File: src/rtl/uart_rx_fsm.sv
// Control FSM for a UART receiver. It sequences the start, data, parity and stop
// bits using an external edge/bit counter, and pulses data_valid after each good frame.
module uart_rx_fsm #(
    parameter int IN_DATA_WIDTH = 8
) (
    input  logic                           CLK,
    input  logic                           RST,
    input  logic                           RX_IN,
    input  logic                           PAR_EN,
    input  logic [5:0]                     Prescale,
    input  logic [$clog2(IN_DATA_WIDTH):0] bit_cnt,
    input  logic [5:0]                     edge_cnt,
    input  logic                           strt_glitch,
    input  logic                           par_err,
    input  logic                           stp_err,
    output logic                           edge_bit_en,
    output logic                           dat_samp_en,
    output logic                           deser_en,
    output logic                           strt_chk_en,
    output logic                           par_chk_en,
    output logic                           stp_chk_en,
    output logic                           data_valid,
    output logic [2:0]                     fsm_state
);

    localparam int BCW = $clog2(IN_DATA_WIDTH) + 1;
    localparam logic [BCW-1:0] LAST_DATA_BIT = BCW'(IN_DATA_WIDTH);

    typedef enum logic [2:0] {
        IDLE   = 3'd0,
        START  = 3'd1,
        DATA   = 3'd2,
        PARITY = 3'd3,
        STOP   = 3'd4
    } state_t;

    state_t state;
    state_t next_state;
    logic   bit_end;
    logic   frame_start;
    logic   par_en_lat;
    logic   par_flag;

    assign bit_end     = (edge_cnt == (Prescale - 6'd1));
    assign frame_start = (state == IDLE) && !RX_IN;
    assign fsm_state   = state;

    always_ff @(posedge CLK or negedge RST) begin
        if (!RST) begin
            state <= IDLE;
        end else begin
            state <= next_state;
        end
    end

    always_comb begin
        next_state = IDLE;
        case (state)
            IDLE:    next_state = RX_IN ? IDLE : START;
            // A high RX_IN during the start bit is deliberately ignored; only strt_glitch decides.
            START:   next_state = !bit_end ? START : (strt_glitch ? IDLE : DATA);
            DATA: begin
                if (bit_end && (bit_cnt == LAST_DATA_BIT)) begin
                    next_state = par_en_lat ? PARITY : STOP;
                end else begin
                    next_state = DATA;
                end
            end
            PARITY:  next_state = bit_end ? STOP : PARITY;
            STOP:    next_state = bit_end ? IDLE : STOP;
            default: next_state = IDLE;
        endcase
    end

    always_comb begin
        edge_bit_en = 1'b0;
        dat_samp_en = 1'b0;
        deser_en    = 1'b0;
        strt_chk_en = 1'b0;
        par_chk_en  = 1'b0;
        stp_chk_en  = 1'b0;
        case (state)
            START: begin
                edge_bit_en = 1'b1;
                dat_samp_en = 1'b1;
                strt_chk_en = bit_end;
            end
            DATA: begin
                edge_bit_en = 1'b1;
                dat_samp_en = 1'b1;
                deser_en    = bit_end;
            end
            PARITY: begin
                edge_bit_en = 1'b1;
                dat_samp_en = 1'b1;
                par_chk_en  = bit_end;
            end
            STOP: begin
                edge_bit_en = 1'b1;
                dat_samp_en = 1'b1;
                stp_chk_en  = bit_end;
            end
            default: ;
        endcase
    end

    // Frame-scoped flags: parity mode is frozen for the frame, the parity error survives to the stop bit.
    always_ff @(posedge CLK or negedge RST) begin
        if (!RST) begin
            par_en_lat <= 1'b0;
            par_flag   <= 1'b0;
            data_valid <= 1'b0;
        end else begin
            data_valid <= (state == STOP) && bit_end && !stp_err && !par_flag;
            if (frame_start) begin
                par_en_lat <= PAR_EN;
                par_flag   <= 1'b0;
            end else if ((state == PARITY) && bit_end) begin
                par_flag <= par_err;
            end
        end
    end

endmodule
File: config.mk
export PLATFORM = sky130hd
export DESIGN_NAME = uart_rx_fsm
export DESIGN_NICKNAME = d
export VERILOG_FILES = /design/src/rtl/uart_rx_fsm.sv
export SDC_FILE = /design/constraint.sdc
export NUM_CORES = 1
export LEC_CHECK = 0
export BUFFER_PORTS_ARGS = -buffer_cell sky130_fd_sc_hd__clkbuf_2
export CORE_MARGIN = 2
export CORE_UTILIZATION = 30
export CTS_BUF_LIST = sky130_fd_sc_hd__clkbuf_8
export CTS_CLUSTER_DIAMETER = 100
export DETAILED_ROUTE_END_ITERATION = 8
export PLACE_DENSITY = 0.62
export SKIP_LAST_GASP = 1
export SLEW_MARGIN = 20
export SYNTH_ARGS = -nofsm -noshare
export SYNTH_HDL_FRONTEND = slang
export SYNTH_SLANG_ARGS = --single-unit
File: constraint.sdc
create_clock -name CLK -period 2.4 [get_ports CLK]
set_clock_uncertainty 0.05 [all_clocks]
set_input_delay 0.24 -clock CLK [delete_from_list [all_inputs] [get_ports CLK]]
set_output_delay 0.24 -clock CLK [all_outputs]
set_load 0.01 [all_outputs]
==> results.json, run 1 <==
{
  "status": "finished with violations",
  "violations": "negative setup slack",
  "worst_slack_ps": -36.8,
  "coreArea_sq_um": 1690,
  "initial_core_util_pct": 31.2,
  "synth_compound_area_share_pct": 13.8,
  "dp_hpwl_um": 1070,
  "cpPeakStageDelay_ps": 520,
  "grt_max_degree": 9,
  "fp.dieW_um": 45.9,
  "period_needed_ps": 2440,
  "async_flop_share_pct": 100,
  "cp-startpoint": "Prescale[0]",
  "cellPowerDensity_nw_per_um2": 655,
  "first_pass_iters": 3,
  "synth_top_family_by_area": "simple AND/OR/NAND/NOR gates",
  "grt.total_usage_pct": 13.3,
  "crit_slowest_cell": "or4_4",
  "drv_cap": 0,
  "ir_drop_mv": 0.181,
  "holdPathStages": 2,
  "slew_violations": 0,
  "diodes": 0,
  "cts_buffers": 3,
  "crit_family": "simple AND/OR/NAND/NOR gates",
  "io_buffer_count": 32,
  "synth_nets": 83,
  "h-tree-depth": 1,
  "synth_edf_count": 0,
  "rows": 15,
  "drt_first_iter_violations": 5,
  "ys_warn_count": 0,
  "ant_nets": 0,
  "r2r_end": "par_flag$_DFFE_PN0P_",
  "ys_seq_area_share_pct": 28.5,
  "dpl_worst_slack_ps": -248,
  "avgSynthCellArea_sq_um": 8.93,
  "whs_ps": 125,
  "relSlewSlack_pct": 61.6,
  "path_cells": "buf_6 -> or4_4 -> or3_1 -> a2111o_1 -> or2_4 -> nor3b_2 -> buf_2",
  "syn_to_final_growth_pct": 58.4,
  "clockRootBuffer": "clkbuf_8",
  "critPathRequiredTime_ps": 2110,
  "wl_per_cell_um": 10.9,
  "cp_max_fo": 5,
  "worstPathArrival_ps": 2150,
  "min_to": "data_valid$_DFF_PN0_",
  "grt_antenna_before_repair": 0,
  "setup_viol_count_final": 2,
  "grt_pass1_wl_um": 2010,
  "synthMuxAreaShare_pct": 8.79,
  "cp-start-kind": "input port",
  "post-route-util_pct": 49.4,
  "regToRegStartpoint": "fsm_state[1]$_DFF_PN0_",
  "p_leak_nw": 0.419,
  "remaining_drc_errors": 0,
  "io_pins": 33,
  "num-fill-cells": 167,
  "clk_path_buf_depth": 2,
  "holdCritStartpoint": "stp_err",
  "crit_buf_inv": 2,
  "drt-total-wl_um": 1290,
  "worstSkewPairLatency_ps": 230,
  "hold_viol_final": 0,
  "drive_gt1_share_pct": 52.5,
  "cts_tree": "built",
  "ys_ff_latch": 6,
  "grt_pass1_vias": 553,
  "reg2reg_slack_ps": 930,
  "r2r_cells": 5,
  "cp-end-kind": "output port",
  "place_congestion": 0.771,
  "fp.dieH_um": 45.9,
  "fp.dieArea_sq_um": 2110,
  "fmax_mhz": 410,
  "synth_fa_ha_area_share_pct": 2.38,
  "syn_inst": 59,
  "path_clk_slew_ps": 40,
  "gr-total-overflow": 0,
  "finalNetCount": 127,
  "fin_crit_sh_pct": 102,
  "synth_area_sq_um": 527,
  "holdCritPathClass": "input port to register",
  "yosys.area_share.simple_pct": 28.3,
  "cts.sinks": 6,
  "synth_flop_cell": "dfrtp_1",
  "worst_slew_pin_slew_ps": 571,
  "vias_per_cell": 4.91,
  "vias": 579,
  "criticalPathCategory": "input port to output port",
  "synth_xor_area_share_pct": 13.3,
  "yosysUniqueCellTypes": 28,
  "rsz0062_at_grt": "yes"
}
==> how the worst max path moves through the flow <==
| stage | slack, ps | depth (start not counted) | end |
|---|---|---|---|
| 2_1_floorplan | 50 | 6 | deser_en |
| 3_3_place_gp | -160 | 7 | deser_en |
| 3_5_place_dp | -250 | 7 | deser_en |
| 4_1_cts | -60 | 7 | deser_en |
| 5_1_grt | -100 | 7 | deser_en |
| 6_report | -40 | 7 | deser_en |
==> sequential cells by signal (all words and copies together) (netlist names) <==
register	count
fsm_state	3
data_valid	1
par_en_lat	1
par_flag	1
==> what timing repair did <==
| item | in CTS | in global routing |
|---|---|---|
| buffers inserted | 1 | 0 |
| endpoints found under the setup margin | 4 | 4 |
| pin swaps | 3 | 2 |
| endpoints found under the hold margin | 6 | 0 |
| hold buffers | 1 | 0 |
| resized for setup | 3 | 7 |
==> layer usage <==
metal  vias up  routed length [um]  global-route usage, %
met3         3                 108                   2.78
met4         0                  23                   6.86
met5         -                   0                      0
li1        294                   -                      -
met1       254                 461                   13.0
met2        28                 693                   25.6
==> where the power goes <==
part           switching (mW)  internal (mW)  total (mW)
combinational           0.117          0.116       0.232
clock                  0.0435          0.108       0.151
sequential             0.0352          0.128       0.163
total                   0.195          0.351       0.546
==> placed cells by master (no fill, tap or decap), types with 2 or more instances in the layout <==
cell	synthesis	routed
clkbuf_8	0	3
nor2_1	6	6
xor2_1	2	2
o31ai_1	3	3
inv_1	2	2
nand3b_1	2	2
o21ai_0	3	3
nand2_1	7	7
mux2i_1	2	2
buf_2	0	4
xnor2_1	6	6
clkbuf_2	0	27
buf_4	1	8
dfrtp_1	6	6
==> per-stage QoR <==
stage                     TNS [ps]  cells  total power [mW]  area, sq um
final                        -54.4    118             0.546          835
after global routing          -179    118             0.589          835
after CTS                    -66.5    118             0.545          818
after detailed placement     -1300    113             0.386          752
after global placement        -713    113             0.384          752
after floorplan                  0     59             0.312          537
==> cells by family after synthesis <==
family,after synthesis
compound gates,9
xor+xnor,8
fa+ha+maj,1
buf+inv,4
flops,6
mux,4
simple gates,27
==> final cells by class <==
cell class	count	area (sq um)	area share, %
inverters	2	7.51	0.900
well taps	17	21.3	2.55
multi-input cells	49	378	45.3
flip-flops and latches	6	150	18.0
repair buffers	41	236	28.3
clock buffers	3	41.3	4.95
==> Yosys cell counts (2+ instances only) <==
| cell | count | area, sq um |
|---|---|---|
| nand2_1 | 7 | 26.3 |
| dfrtp_1 | 6 | 150 |
| nor2_1 | 6 | 22.5 |
| xnor2_1 | 6 | 52.6 |
| nor3_1 | 3 | 15.0 |
| o21ai_0 | 3 | 15.0 |
| o31ai_1 | 3 | 22.5 |
| inv_1 | 2 | 7.51 |
| mux2i_1 | 2 | 20.0 |
| nand3b_1 | 2 | 15.0 |
| xor2_1 | 2 | 17.5 |
(Power assumes the default switching activity.)
==> inputs of run 2 (changes only) <==
clock period = 2.3 ns   (was 2.4 ns; I/O delays follow)
==> results.json, run 2 (same netlist as run 1, synthesis figures left out) <==
{
  "clockRootBuffer": "clkbuf_8",
  "vias": 612,
  "first_pass_iters": 2,
  "crit_family": "simple AND/OR/NAND/NOR gates",
  "design_area_sq_um": 871,
  "cp.depth": 8,
  "drt_first_iter_violations": 5,
  "crit_buf_inv": 3,
  "cp-start-kind": "input port",
  "grt.total_usage_pct": 15.7,
  "r2r_end": "par_flag$_DFFE_PN0P_",
  "remaining_drc_errors": 0,
  "cts_tree": "built",
  "drv_cap": 0,
  "criticalPathCategory": "input port to output port",
  "critPathRequiredTime_ps": 2020,
  "dp.cells": 114,
  "cts_buffers": 3,
  "place_congestion": 0.781,
  "violations": "negative setup slack",
  "num-fill-cells": 160,
  "cpPeakStageDelay_ps": 520,
  "fin_crit_sh_pct": 109,
  "io_pins": 33,
  "drt-total-wl_um": 1350,
  "rsz0062_at_grt": "yes",
  "layout_common_cells": "28 x clkbuf_2, 10 x buf_4, 7 x nand2_1",
  "initial_core_util_pct": 31.2,
  "regToRegStartpoint": "fsm_state[1]$_DFF_PN0_",
  "gr-total-overflow": 0,
  "dp_hpwl_um": 1110,
  "syn_to_final_growth_pct": 65.3,
  "coreArea_sq_um": 1690,
  "final_common_cell": "clkbuf_2",
  "slew_violations": 0,
  "crit_top_cell": "buf_6",
  "period_needed_ps": 2510,
  "fin_setup_tns_ps": -507,
  "finalNonFillerCells": 121,
  "worst_slack_ps": -214,
  "register_area_sq_um": 150,
  "drive_gt1_share_pct": 52.9,
  "grt_antenna_before_repair": 0,
  "fp.dieW_um": 45.9,
  "cts.sinks": 6,
  "fp.dieH_um": 45.9,
  "io_buffer_count": 32,
  "status": "finished with violations",
  "grt_pass1_vias": 569,
  "crit_slowest_cell": "or4_4",
  "cp-end-kind": "output port",
  "worstPathArrival_ps": 2230,
  "r2r_cells": 5,
  "p_leak_nw": 0.446,
  "hold_viol_final": 0,
  "holdCritStartpoint": "stp_err",
  "clk_path_buf_depth": 2,
  "reg2reg_slack_ps": 770,
  "dpl_worst_slack_ps": -241,
  "diodes": 0,
  "h-tree-depth": 1,
  "fp.dieArea_sq_um": 2110,
  "path_clk_slew_ps": 30,
  "path_cells": "buf_6 -> or4_4 -> or3_1 -> a2111o_1 -> or2_0 -> buf_6 -> nor3b_4 -> clkbuf_2",
  "grt_pass1_wl_um": 2240,
  "cp-startpoint": "Prescale[0]",
  "worst_slew_pin_slew_ps": 517,
  "multi_input_area_sq_um": 388,
  "finalNetCount": 130,
  "ir_drop_mv": 0.253,
  "worstSkewPairLatency_ps": 220,
  "largest_register_ffs": 3,
  "vias_per_cell": 5.06,
  "rows": 15,
  "wl_per_cell_um": 11.2,
  "setup_viol_count_final": 3,
  "ant_nets": 0,
  "cellPowerDensity_nw_per_um2": 673,
  "relSlewSlack_pct": 65.3,
  "cp_max_fo": 5,
  "crit_path_end": "deser_en",
  "holdCritPathClass": "input port to register",
  "grt_max_degree": 9,
  "fmax_mhz": 398,
  "placed_area_sq_um": 772
}
run 2: cell type report:
cell class / instances / area share [%]
clock buffer: 3 / 4.74
inverter: 2 / 0.862
multi-input combinational: 49 / 44.5
sequential: 6 / 17.2
tap: 17 / 2.44
timing repair buffer: 44 / 30.2
run 2: worst min path at each step:
stage / endpoint / cells past startpoint / slack, ps
floorplan: data_valid$_DFF_PN0_ / 0 / -120
global placement: fsm_state[1]$_DFF_PN0_ / 1 / 20
detailed placement: fsm_state[1]$_DFF_PN0_ / 1 / 20
CTS: data_valid$_DFF_PN0_ / 2 / 120
global route: data_valid$_DFF_PN0_ / 2 / 110
finish: data_valid$_DFF_PN0_ / 2 / 120
run 2: where the power goes:
| group | internal [mW] | switching, mW | total, mW |
|---|---|---|---|
| clock network | 0.112 | 0.0449 | 0.157 |
| logic | 0.127 | 0.126 | 0.253 |
| registers | 0.133 | 0.0430 | 0.176 |
run 2: through the flow:
stage / hold slack, ps / util (%) / total power, mW
finish: 123 / 51.6 / 0.586
global route: 108 / 51.6 / 0.641
CTS: 123 / 49.9 / 0.585
detailed placement: 20.4 / 45.7 / 0.419
global placement: 21.0 / 45.7 / 0.415
floorplan: -116 / - / 0.339
run 2: what timing repair did:
action,CTS,global route
endpoints found under the setup margin,4,7
hold buffers,1,0
endpoints found under the hold margin,6,0
gates resized for setup,1,7
pin swaps,1,2
setup buffers,2,2
run 2: per-layer routing:
metal | up-vias | routed length [um] | track usage (%)
met3 | 2 | 81 | 5.95
met1 | 283 | 473 | 15.0
met5 | - | 0 | 0
met4 | 0 | 25 | 12.0
li1 | 299 | - | -
met2 | 28 | 773 | 26.7
run 2: worst register-to-register path, stage by stage, from the launching register on:
cell,delay (ps)
dfrtp_1,450
nor2b_1,330
nand2_1,140
nor3_4,190
buf_4,130
mux2i_1,160
